[src/rtl/instr_decode_unit.sv]
// Decode stage for the 16-bit, 4-bit-opcode datapath.
// Combinational decode of opcode and immediate fields, then one register stage.
// Every output is a flop, so results appear exactly one cycle after the inputs.
module instr_decode_unit (
    input  logic        clk,
    input  logic        rst_n,
    input  logic [3:0]  opcode_in,
    input  logic [6:0]  immediate,
    input  logic [5:0]  nzimm,
    input  logic [8:0]  offset,
    output logic        RegWrite,
    output logic        RegDst,
    output logic        ALUSrc1,
    output logic        ALUSrc2,
    output logic        MemWrite,
    output logic        MemToReg,
    output logic        RegSrc,
    output logic [3:0]  opcode_out,
    output logic [3:0]  ALUOp,
    output logic [15:0] instr_i
);

    // ALU operation codes
    localparam logic [3:0] ALU_ADD   = 4'b0000;
    localparam logic [3:0] ALU_SUB   = 4'b0001;
    localparam logic [3:0] ALU_AND   = 4'b0010;
    localparam logic [3:0] ALU_OR    = 4'b0011;
    localparam logic [3:0] ALU_SLT   = 4'b0100;
    localparam logic [3:0] ALU_PASSB = 4'b0101;

    // Opcodes
    localparam logic [3:0] OP_ADDI = 4'b0000;
    localparam logic [3:0] OP_ANDI = 4'b0001;
    localparam logic [3:0] OP_ADD  = 4'b0010;
    localparam logic [3:0] OP_LUI  = 4'b0011;
    localparam logic [3:0] OP_SUB  = 4'b0100;
    localparam logic [3:0] OP_SLTI = 4'b0101;
    localparam logic [3:0] OP_AND  = 4'b0110;
    localparam logic [3:0] OP_OR   = 4'b0111;
    localparam logic [3:0] OP_LW   = 4'b1000;
    localparam logic [3:0] OP_SW   = 4'b1001;
    localparam logic [3:0] OP_BEQ  = 4'b1010;
    localparam logic [3:0] OP_J    = 4'b1011;

    // Control vector ordering: {RegWrite, RegDst, ALUSrc1, ALUSrc2, MemWrite, MemToReg, RegSrc}
    localparam logic [6:0] CTRL_IMM  = 7'b1001000;
    localparam logic [6:0] CTRL_REG  = 7'b1100000;
    localparam logic [6:0] CTRL_LW   = 7'b1001010;
    localparam logic [6:0] CTRL_SW   = 7'b0001101;
    localparam logic [6:0] CTRL_BEQ  = 7'b0000000;
    localparam logic [6:0] CTRL_J    = 7'b0011000;
    localparam logic [6:0] CTRL_NOP  = 7'b0000000;

    logic [6:0]  ctrl_next;
    logic [3:0]  alu_op_next;
    logic [15:0] instr_next;
    logic        nz_valid;

    logic [6:0]  ctrl_reg;
    logic [3:0]  alu_op_reg;
    logic [3:0]  opcode_reg;
    logic [15:0] instr_reg;

    assign nz_valid = (nzimm != 6'd0);

    // Decode the opcode into control bits, ALU op and reassembled instruction word
    always_comb begin
        ctrl_next   = CTRL_NOP;
        alu_op_next = ALU_ADD;
        instr_next  = {opcode_in, 12'b0};
        case (opcode_in)
            OP_ADDI: begin
                ctrl_next   = CTRL_IMM;
                alu_op_next = ALU_ADD;
                instr_next  = {opcode_in, 5'b0, immediate};
            end
            OP_ANDI: begin
                ctrl_next   = CTRL_IMM;
                alu_op_next = ALU_AND;
                instr_next  = {opcode_in, 5'b0, immediate};
            end
            OP_SLTI: begin
                ctrl_next   = CTRL_IMM;
                alu_op_next = ALU_SLT;
                instr_next  = {opcode_in, 5'b0, immediate};
            end
            OP_ADD: begin
                ctrl_next   = CTRL_REG;
                alu_op_next = ALU_ADD;
            end
            OP_SUB: begin
                ctrl_next   = CTRL_REG;
                alu_op_next = ALU_SUB;
            end
            OP_AND: begin
                ctrl_next   = CTRL_REG;
                alu_op_next = ALU_AND;
            end
            OP_OR: begin
                ctrl_next   = CTRL_REG;
                alu_op_next = ALU_OR;
            end
            // N-format: a zero nzimm is illegal and decodes as NOP, but the
            // instruction word is still assembled from the (zero) field.
            OP_LUI: begin
                instr_next = {opcode_in, 6'b0, nzimm};
                if (nz_valid) begin
                    ctrl_next   = CTRL_IMM;
                    alu_op_next = ALU_PASSB;
                end
            end
            OP_LW: begin
                instr_next = {opcode_in, 6'b0, nzimm};
                if (nz_valid) begin
                    ctrl_next   = CTRL_LW;
                    alu_op_next = ALU_ADD;
                end
            end
            OP_SW: begin
                instr_next = {opcode_in, 6'b0, nzimm};
                if (nz_valid) begin
                    ctrl_next   = CTRL_SW;
                    alu_op_next = ALU_ADD;
                end
            end
            OP_BEQ: begin
                ctrl_next   = CTRL_BEQ;
                alu_op_next = ALU_SUB;
                instr_next  = {opcode_in, 3'b0, offset};
            end
            OP_J: begin
                ctrl_next   = CTRL_J;
                alu_op_next = ALU_ADD;
                instr_next  = {opcode_in, 3'b0, offset};
            end
            default: begin
                // 1100-1111: illegal, keep NOP defaults
                ctrl_next   = CTRL_NOP;
                alu_op_next = ALU_ADD;
                instr_next  = {opcode_in, 12'b0};
            end
        endcase
    end

    // Pipeline register; reset clears everything without waiting for a clock
    always_ff @(posedge clk or negedge rst_n) begin
        if (!rst_n) begin
            ctrl_reg   <= 7'd0;
            alu_op_reg <= 4'd0;
            opcode_reg <= 4'd0;
            instr_reg  <= 16'd0;
        end else begin
            ctrl_reg   <= ctrl_next;
            alu_op_reg <= alu_op_next;
            opcode_reg <= opcode_in;
            instr_reg  <= instr_next;
        end
    end

    assign RegWrite   = ctrl_reg[6];
    assign RegDst     = ctrl_reg[5];
    assign ALUSrc1    = ctrl_reg[4];
    assign ALUSrc2    = ctrl_reg[3];
    assign MemWrite   = ctrl_reg[2];
    assign MemToReg   = ctrl_reg[1];
    assign RegSrc     = ctrl_reg[0];
    assign ALUOp      = alu_op_reg;
    assign opcode_out = opcode_reg;
    assign instr_i    = instr_reg;

endmodule

[config.mk]
export PLATFORM = sky130hd
export DESIGN_NAME = instr_decode_unit
export DESIGN_NICKNAME = d
export VERILOG_FILES = /design/src/rtl/instr_decode_unit.sv
export SDC_FILE = /design/constraint.sdc
export NUM_CORES = 1
export LEC_CHECK = 0
export ABC_AREA = 1
export CORE_MARGIN = 1
export CORE_UTILIZATION = 39
export DETAILED_ROUTE_END_ITERATION = 10
export GPL_TIMING_DRIVEN = 1
export PLACE_DENSITY = 0.84
export SYNTH_ARGS = -nofsm -noshare
export SYNTH_HDL_FRONTEND = slang
export SYNTH_SLANG_ARGS = --single-unit
[constraint.sdc]
create_clock -name clk -period 1 [get_ports clk]
set_clock_uncertainty 0.05 [all_clocks]
set_input_delay 0.2 -clock clk [delete_from_list [all_inputs] [get_ports clk]]
set_output_delay 0.2 -clock clk [all_outputs]
set_load 0.01 [all_outputs]
==> results.txt, run 1 <==
The routed length on met2 is about 1400 um. From bottom edge to top edge, the die measures roughly 52 um. The overall power is 0.00183 W. The critical path goes through buf_2.

Of the cells placed in the final design, the portion with a size suffix greater than 1 is 30.5%. The post-synthesis instance area is 967 um2. The area added between synthesis and finish is 55.6%.

The sum of routed wire length over all layers came out at 2500 um. The wire length of the first global-routing pass is 3950 um. Routability-driven placement finished with a final weighted congestion of 0.829. Setup violations remaining at the end of the flow were counted as 27. The data arrival time of the critical path is 0.84 ns.

The number of setup buffers added after CTS is 0. STA classifies the critical path startpoint as a flip-flop. After detailed routing, the number of remaining DRC violations is 0. The smallest hold slack came out at 0.0458 ns. The overall track demand over capacity in global routing is 20.1%. The synthesized netlist contains 15 unique library cells.

The maximum cell stage delay along the critical path is around 0.40 ns. The setup slack of the critical path after layout is -0.0933 ns. For this design the static power due to leakage is 0.849 nW. In this run, the number of DRC markers left after iteration 0 of detailed routing was 16. The final reports fail on negative setup slack.

The total overflow left after global routing is 0. The slowest cell on the critical path is sky130_fd_sc_hd__dfrtp_1. The maximum clock frequency is about 910 MHz. The routed layout has 953 vias. The max-slew violation count came out at 0.

The flow ran to the end, but the final reports show violations. The min-delay analysis places its worst path in the category input pin to flip-flop. The final count of hold timing violations is 0. The number of CTS-inserted buffers is 3.

The die width came out at roughly 52 um. TritonCTS built the clock tree. The via count normalized by instance count came out at 4.72. Setup repair after global routing could not meet its margin everywhere. The placed standard-cell area came out at 1570 um2. The worst setup path is captured at an output port. The number of nets in the finished design came out at ~200. In this run the count of I/O pins placed on the die edge is 59. The number of instances in the synthesized netlist came out at about 110. The initial standard-cell utilization of the core is 42.5%. The clock tree buffer depth is 2. For this block, wires on met1 add up to around 930 um. The number of buffers and inverters on the critical path is 1. In the final timing run, aggregate negative setup slack is -1.80 ns. For the finished layout, the period the worst path requires is around 1.1 ns. The sequential fraction of the synthesis area came out at about 57%.

Counting instances, the worst hold path has a depth of 1. The number of antenna-violating nets in the routed design came out at 0. The hold buffer count at cts came out at 0. The detailed route wirelength on metal3 came out at 139 um. The path with the worst hold slack has its endpoint at opcode_out[1]. The floorplan row count came out at 17. The largest fanout on the critical path came out at 2. The final antenna diode count came out at 0. The area of the core came out at 2280 um2.

The origin of the worst min-delay path is opcode_in[1]. The detailed-placement wirelength estimate is 1890 um. The root buffer cell chosen for the clock tree is sky130_fd_sc_hd__clkbuf_4.

The via count of the first global-routing pass came to roughly 900. The worst setup path is of the flip-flop to output port kind. The worst path uses 109% of the clock period.

The highest routed metal layer is met4. The initial antenna violation count came out at 0. The power density relative to cell area is 1210 nW/um2. In this run the number of H-tree levels came out at 1.

The pin count of the biggest net entering global routing is 23. The worst ir drop on vdd is 0.838 mV. The cell area after layout is 1510 um2. After detailed routing, the average wire length per cell comes to between 10 and 15 um. The count of buffers added on input and output ports is 54. The synthesized area per cell came out at 8.56 um2. The required time of the critical path is 0.75 ns. The floorplan die area is approximately 2700 um2. The flip-flop count of the largest register after layout came out at 9. The gate family responsible for the most delay along the worst path is flip-flops. The number of detailed-routing iterations run before antenna repair came out at 4.

The clock input transition at the sequential cells of the worst setup and hold paths came out at 0.12 ns. The max-capacitance violation count is 0. The number of clock sinks seen by CTS is 22.

Yosys printed 0 warnings. The number of register bits inferred by synthesis came out at 22.
-- cell usage in the layout (no fill, tap or decap), types with 2 or more instances in the layout --
| cell | count |
|---|---|
| sky130_fd_sc_hd__dlygate4sd2_1 | 8 |
| sky130_fd_sc_hd__nand2_2 | 3 |
| sky130_fd_sc_hd__dfrtp_1 | 22 |
| sky130_fd_sc_hd__conb_1 | 4 |
| sky130_fd_sc_hd__nand2_1 | 34 |
| sky130_fd_sc_hd__nand2_4 | 2 |
| sky130_fd_sc_hd__nand3_1 | 7 |
| sky130_fd_sc_hd__buf_2 | 25 |
| sky130_fd_sc_hd__nor2_2 | 3 |
| sky130_fd_sc_hd__buf_4 | 8 |
| sky130_fd_sc_hd__buf_6 | 2 |
| sky130_fd_sc_hd__inv_1 | 11 |
| sky130_fd_sc_hd__nor2_1 | 12 |
| sky130_fd_sc_hd__clkbuf_4 | 3 |
| sky130_fd_sc_hd__clkdlybuf4s50_1 | 17 |
-- logic make-up after synthesis --
kind of cell	Yosys count	share of synthesized area [%]
buffers and inverters	21	11.6
other	1	0.388
AND/OR/NAND/NOR	63	26.8
flip-flops	22	56.9
AO/OA/AOI/OAI	6	4.27
-- worst max-delay path by stage --
stage,from,to,slack (ns),depth (start not counted)
final,ctrl_reg[2],MemWrite,-0.09,1
after floorplan,opcode_in[0],instr_i[0],0.16,6
after detailed placement,opcode_in[1],instr_i[0],-0.55,6
after global routing,ctrl_reg[2],MemWrite,-0.12,1
after CTS,ctrl_reg[2],MemWrite,-0.10,1
after global placement,opcode_in[1],instr_i[4],-0.46,6
-- through the flow --
stage          utilization, %  cells  setup slack (ns)
2_1_floorplan               -    116             0.159
3_3_place_gp             68.8    198            -0.463
3_5_place_dp             68.8    198            -0.546
4_1_cts                  65.3    202            -0.101
5_1_grt                  66.1    202            -0.121
6_report                 66.1    202           -0.0933
-- where the power goes --
group          leakage (nW)  internal, W  switching, W
combinational         0.544     0.000192      0.000198
clock                0.0210     0.000222      0.000255
sequential            0.283     0.000943     0.0000162
total                 0.849      0.00136      0.000469
-- synth_stat cells, drive strengths merged --
library cell | count | area [um2]
buf | 9 | 67.6
a211oi | 1 | 7.51
inv | 12 | 45.0
o31ai | 1 | 7.51
nand2 | 39 | 151
conb | 1 | 3.75
o21ai | 3 | 18.8
nand3 | 8 | 40.0
nor2 | 16 | 67.6
o211ai | 1 | 7.51
dfrtp | 22 | 551
-- per-layer routing --
| layer | track usage, % | vias to the layer above |
|---|---|---|
| met2 | 35.7 | 39 |
| met4 | 9.91 | 0 |
| met3 | 2.05 | 6 |
| met5 | 0 | - |
| li1 | - | 455 |
| met1 | 24.1 | 453 |
-- area by class of cell --
type,count,area [um2]
Inverter,12,45.0
Sequential cell,22,551
Multi-Input combinational cell,73,353
Timing Repair Buffer,63,485
Clock buffer,4,36.3
Tap cell,28,35.0
Fill cell,197,771
-- what timing repair did --
item | CTS | global route
pin swaps | 5 | 2
resized for setup | 125 | 8
setup endpoints to repair | 45 | 36
Power figures use the tool's default switching activity.
==> run 2, diff against run 1 <==
--- a/config.mk
+++ b/config.mk
@@ -6,7 +6,8 @@
 export NUM_CORES = 1
 export LEC_CHECK = 0
 export ABC_AREA = 1
-export CORE_MARGIN = 1
+export CORE_ASPECT_RATIO = 1.4
+export CORE_MARGIN = 4
 export CORE_UTILIZATION = 39
 export DETAILED_ROUTE_END_ITERATION = 10
 export GPL_TIMING_DRIVEN = 1
==> run 2 against run 1 <==
Against the previous run:
- routed wire length grew 14%
- largest cell class unchanged
- via count increased by 1.2%
- combinational power up 6.9%
- hold slack got worse by 0.022 ns
- sequential cell count did not move
- utilization is 0.72 points lower
- die area grew 25%
- critical path depth unchanged
- the flow still finishes with violations (negative setup slack)
- highest routed layer unchanged
- global-route usage decreased by 2.6 points
==> results.txt, run 2 (synthesized netlist as in run 1, its figures left out) <==
The number of CTS-inserted buffers came out at 3 (unchanged). The pre-CTS worst setup slack was -0.561 ns (was -0.546 ns). The floorplan row count came to 21 (was 17).

The wire length per cell came out at 13.6 um (was 12.4 um). The post-route fraction of the period consumed by the critical path came out at 111% (was 109%). The number of clock sinks seen by CTS was 22 (unchanged). The layout cell share with drive strength beyond 1 is 33.0% (was 30.5%). Commonest non-fill, non-tap cells in the layout: 35 x sky130_fd_sc_hd__nand2_1, 23 x sky130_fd_sc_hd__buf_2, 22 x sky130_fd_sc_hd__dfrtp_1 (was 34 x sky130_fd_sc_hd__nand2_1, 25 x sky130_fd_sc_hd__buf_2, 22 x sky130_fd_sc_hd__dfrtp_1). The kind of capture point of the worst setup path is an output port (unchanged). The multi-input combinational cell area is 360 um2 (was 353 um2). The number of inserted filler cells in the final layout came out at 186 (was 197). The worst ir drop on vdd was 0.872 mV (was 0.838 mV). The number of antenna-violating nets in the routed design is 0 (unchanged). The largest fanout on the critical path is 1 (was 2). The required time of the critical path is 0.75 ns (about the same). The final period demand of the worst path is 1.11 ns (was 1.09 ns). The die width is 50.1 um (was 51.8 um). The number of remaining DRC errors is 0 (unchanged). The via count of the first global-routing pass was 967 (was 923). The clock tree buffer depth is 2 (unchanged). The total negative setup slack is -2.18 ns (was -1.80 ns). The static leakage power is 0.892 nW (was 0.849 nW). The overall die height came out at 66.9 um (was 51.8 um). The starting DRC count in detailed routing is 24 (was 16). The total area of sequential cells is 551 um2 (unchanged). The initial antenna violation count came to 0 (unchanged).

The area of the core came out at 2390 um2 (was 2280 um2). The residual overflow from global routing came out at 0 (unchanged). The max-capacitance violation count is 0 (unchanged). The maximum clock frequency was 900 MHz (was 915 MHz). The clock input transition at the sequential cells of the worst setup and hold paths came to 0.12 ns (about the same). The slowest cell on the critical path is sky130_fd_sc_hd__dfrtp_1 (unchanged). The routability congestion estimate is 0.827 (was 0.829). The kind of launch point of the worst setup path is a flip-flop (unchanged). The number of buffers and inverters on the critical path came out at 1 (unchanged).

The count of pins on the block boundary is 59 (unchanged). The endpoint of the worst hold path is opcode_out[1] (unchanged). The final antenna diode count is 0 (unchanged). The placed standard-cell area is 1580 um2 (was 1570 um2). The critical path class is flip-flop to output port (unchanged). The origin of the worst min-delay path is opcode_in[1] (unchanged). The detailed-placement wirelength estimate was 2180 um (was 1890 um). The via count normalized by instance count is 4.59 (was 4.72). The number of detailed-routing iterations run before antenna repair was 4 (unchanged).

The cell at the root of the clock tree is sky130_fd_sc_hd__clkbuf_4 (unchanged). The most common library cell in the layout ignoring fill and taps is sky130_fd_sc_hd__nand2_1 (unchanged). The power density relative to cell area came out at 1200 nW/um2 (was 1210 nW/um2). The cell total after placement was 205 (was 198). Violations in the final reports: negative setup slack (unchanged).

The pin count of the biggest net entering global routing came to 23 (unchanged). Chain of cells forming the critical path: buf_6 (was buf_2). The gate family responsible for the most delay along the worst path is flip-flops (unchanged).

The number of nets in the finished design is 205 (was 203). RSZ-0062 raised after global routing: true (unchanged). The count of placed standard cells in the final layout, fillers left out is 210 (was 202). The final count of hold timing violations was 0 (unchanged). Result of the run: finished with violations (unchanged). The wire length of the first global-routing pass is 4390 um (was 3950 um). The setup-violating endpoint count in the final report is 27 (unchanged).

The floorplan die area is 3350 um2 (was 2680 um2). The flip-flop count of the largest register after layout came to 9 (unchanged). The data arrival time of the critical path came to 0.86 ns (was 0.84 ns). The setup slack of the critical path after layout came out at -0.111 ns (was -0.0933 ns). The via count came to 964 (was 953).

The sum of routed wire length over all layers is 2850 um (was 2500 um). The overall track demand over capacity in global routing came out at 17.5% (was 20.1%). The initial standard-cell utilization of the core came out at 40.5% (was 42.5%). The max-slew violation count came to 0 (unchanged). The maximum cell stage delay along the critical path is 0.42 ns (was 0.40 ns). The cell area after layout came out at 1560 um2 (was 1510 um2).

The CTS H-tree depth came out at 1 (unchanged). The port buffer count is 54 (unchanged). The TritonCTS clock tree is built (unchanged). The area added between synthesis and finish is 61.7% (was 55.6%). The number of cells traversed by the worst hold path came to 1 (unchanged). The total stage count of the critical path is 1 (unchanged). The class of the tightest hold or removal check is input pin to flip-flop (unchanged).
run 2: cell types whose count changed in the layout (fill, tap and decap cells not counted), sizes merged:
| cell | delta |
|---|---|
| buf | +2 |
| clkdlybuf4s50 | +1 |
| dlygate4sd2 | -5 |
| dlymetal6s2s | +4 |
run 2: repair_timing:
| action | CTS | global route |
|---|---|---|
| hold buffers | 0 | 0 |
| endpoints found under the setup margin | 45 | 37 |
| hold endpoints to repair | 0 | 0 |
| cloned | 0 | 0 |
| buffers inserted | 0 | 1 |
| resized for setup | 123 | 14 |
| pin swaps | 3 | 6 |
run 2: how the worst max path moves through the flow:
stage	from	end	slack [ns]
global placement	opcode_in[0]	instr_i[0]	-0.47
detailed placement	opcode_in[0]	instr_i[1]	-0.56
floorplan	opcode_in[0]	instr_i[0]	0.16
CTS	opcode_out[3]	opcode_out[3]	-0.12
global route	ctrl_reg[2]	MemWrite	-0.14
finish	instr_i[4]	instr_i[4]	-0.11
run 2: power by group:
group	internal, W	leakage, nW	switching [W]
clock	0.000222	0.0210	0.000270
combinational	0.000210	0.587	0.000207
sequential	0.000943	0.283	0.0000190
run 2: area by class of cell:
cell class / instances / share of cell area, %
Sequential cell: 22 / 35.2
Timing Repair Buffer: 65 / 33.8
Multi-Input combinational cell: 73 / 23.0
Inverter: 12 / 2.88
Tap cell: 34 / 2.72
Clock buffer: 4 / 2.32
run 2: metrics by stage:
step | utilization [%] | hold slack [ns] | total power (W)
global route | 65.4 | 0.0337 | 0.00194
detailed placement | 66.1 | 0.513 | 0.00143
global placement | 66.1 | 0.509 | 0.00141
CTS | 63.4 | 0.153 | 0.00186
finish | 65.4 | 0.0235 | 0.00187
floorplan | - | -0.146 | 0.00113
run 2: metal layers:
layer  global-route usage (%)  vias up  share of wire, %  wire length [um]
met1                     17.5      450                33               938
met3                     2.24       10               5.9               167
met5                        0        -                 0                 0
li1                         -      458                 -                 -
met2                     32.5       46                57              1630
met4                     12.8        0               4.0               115
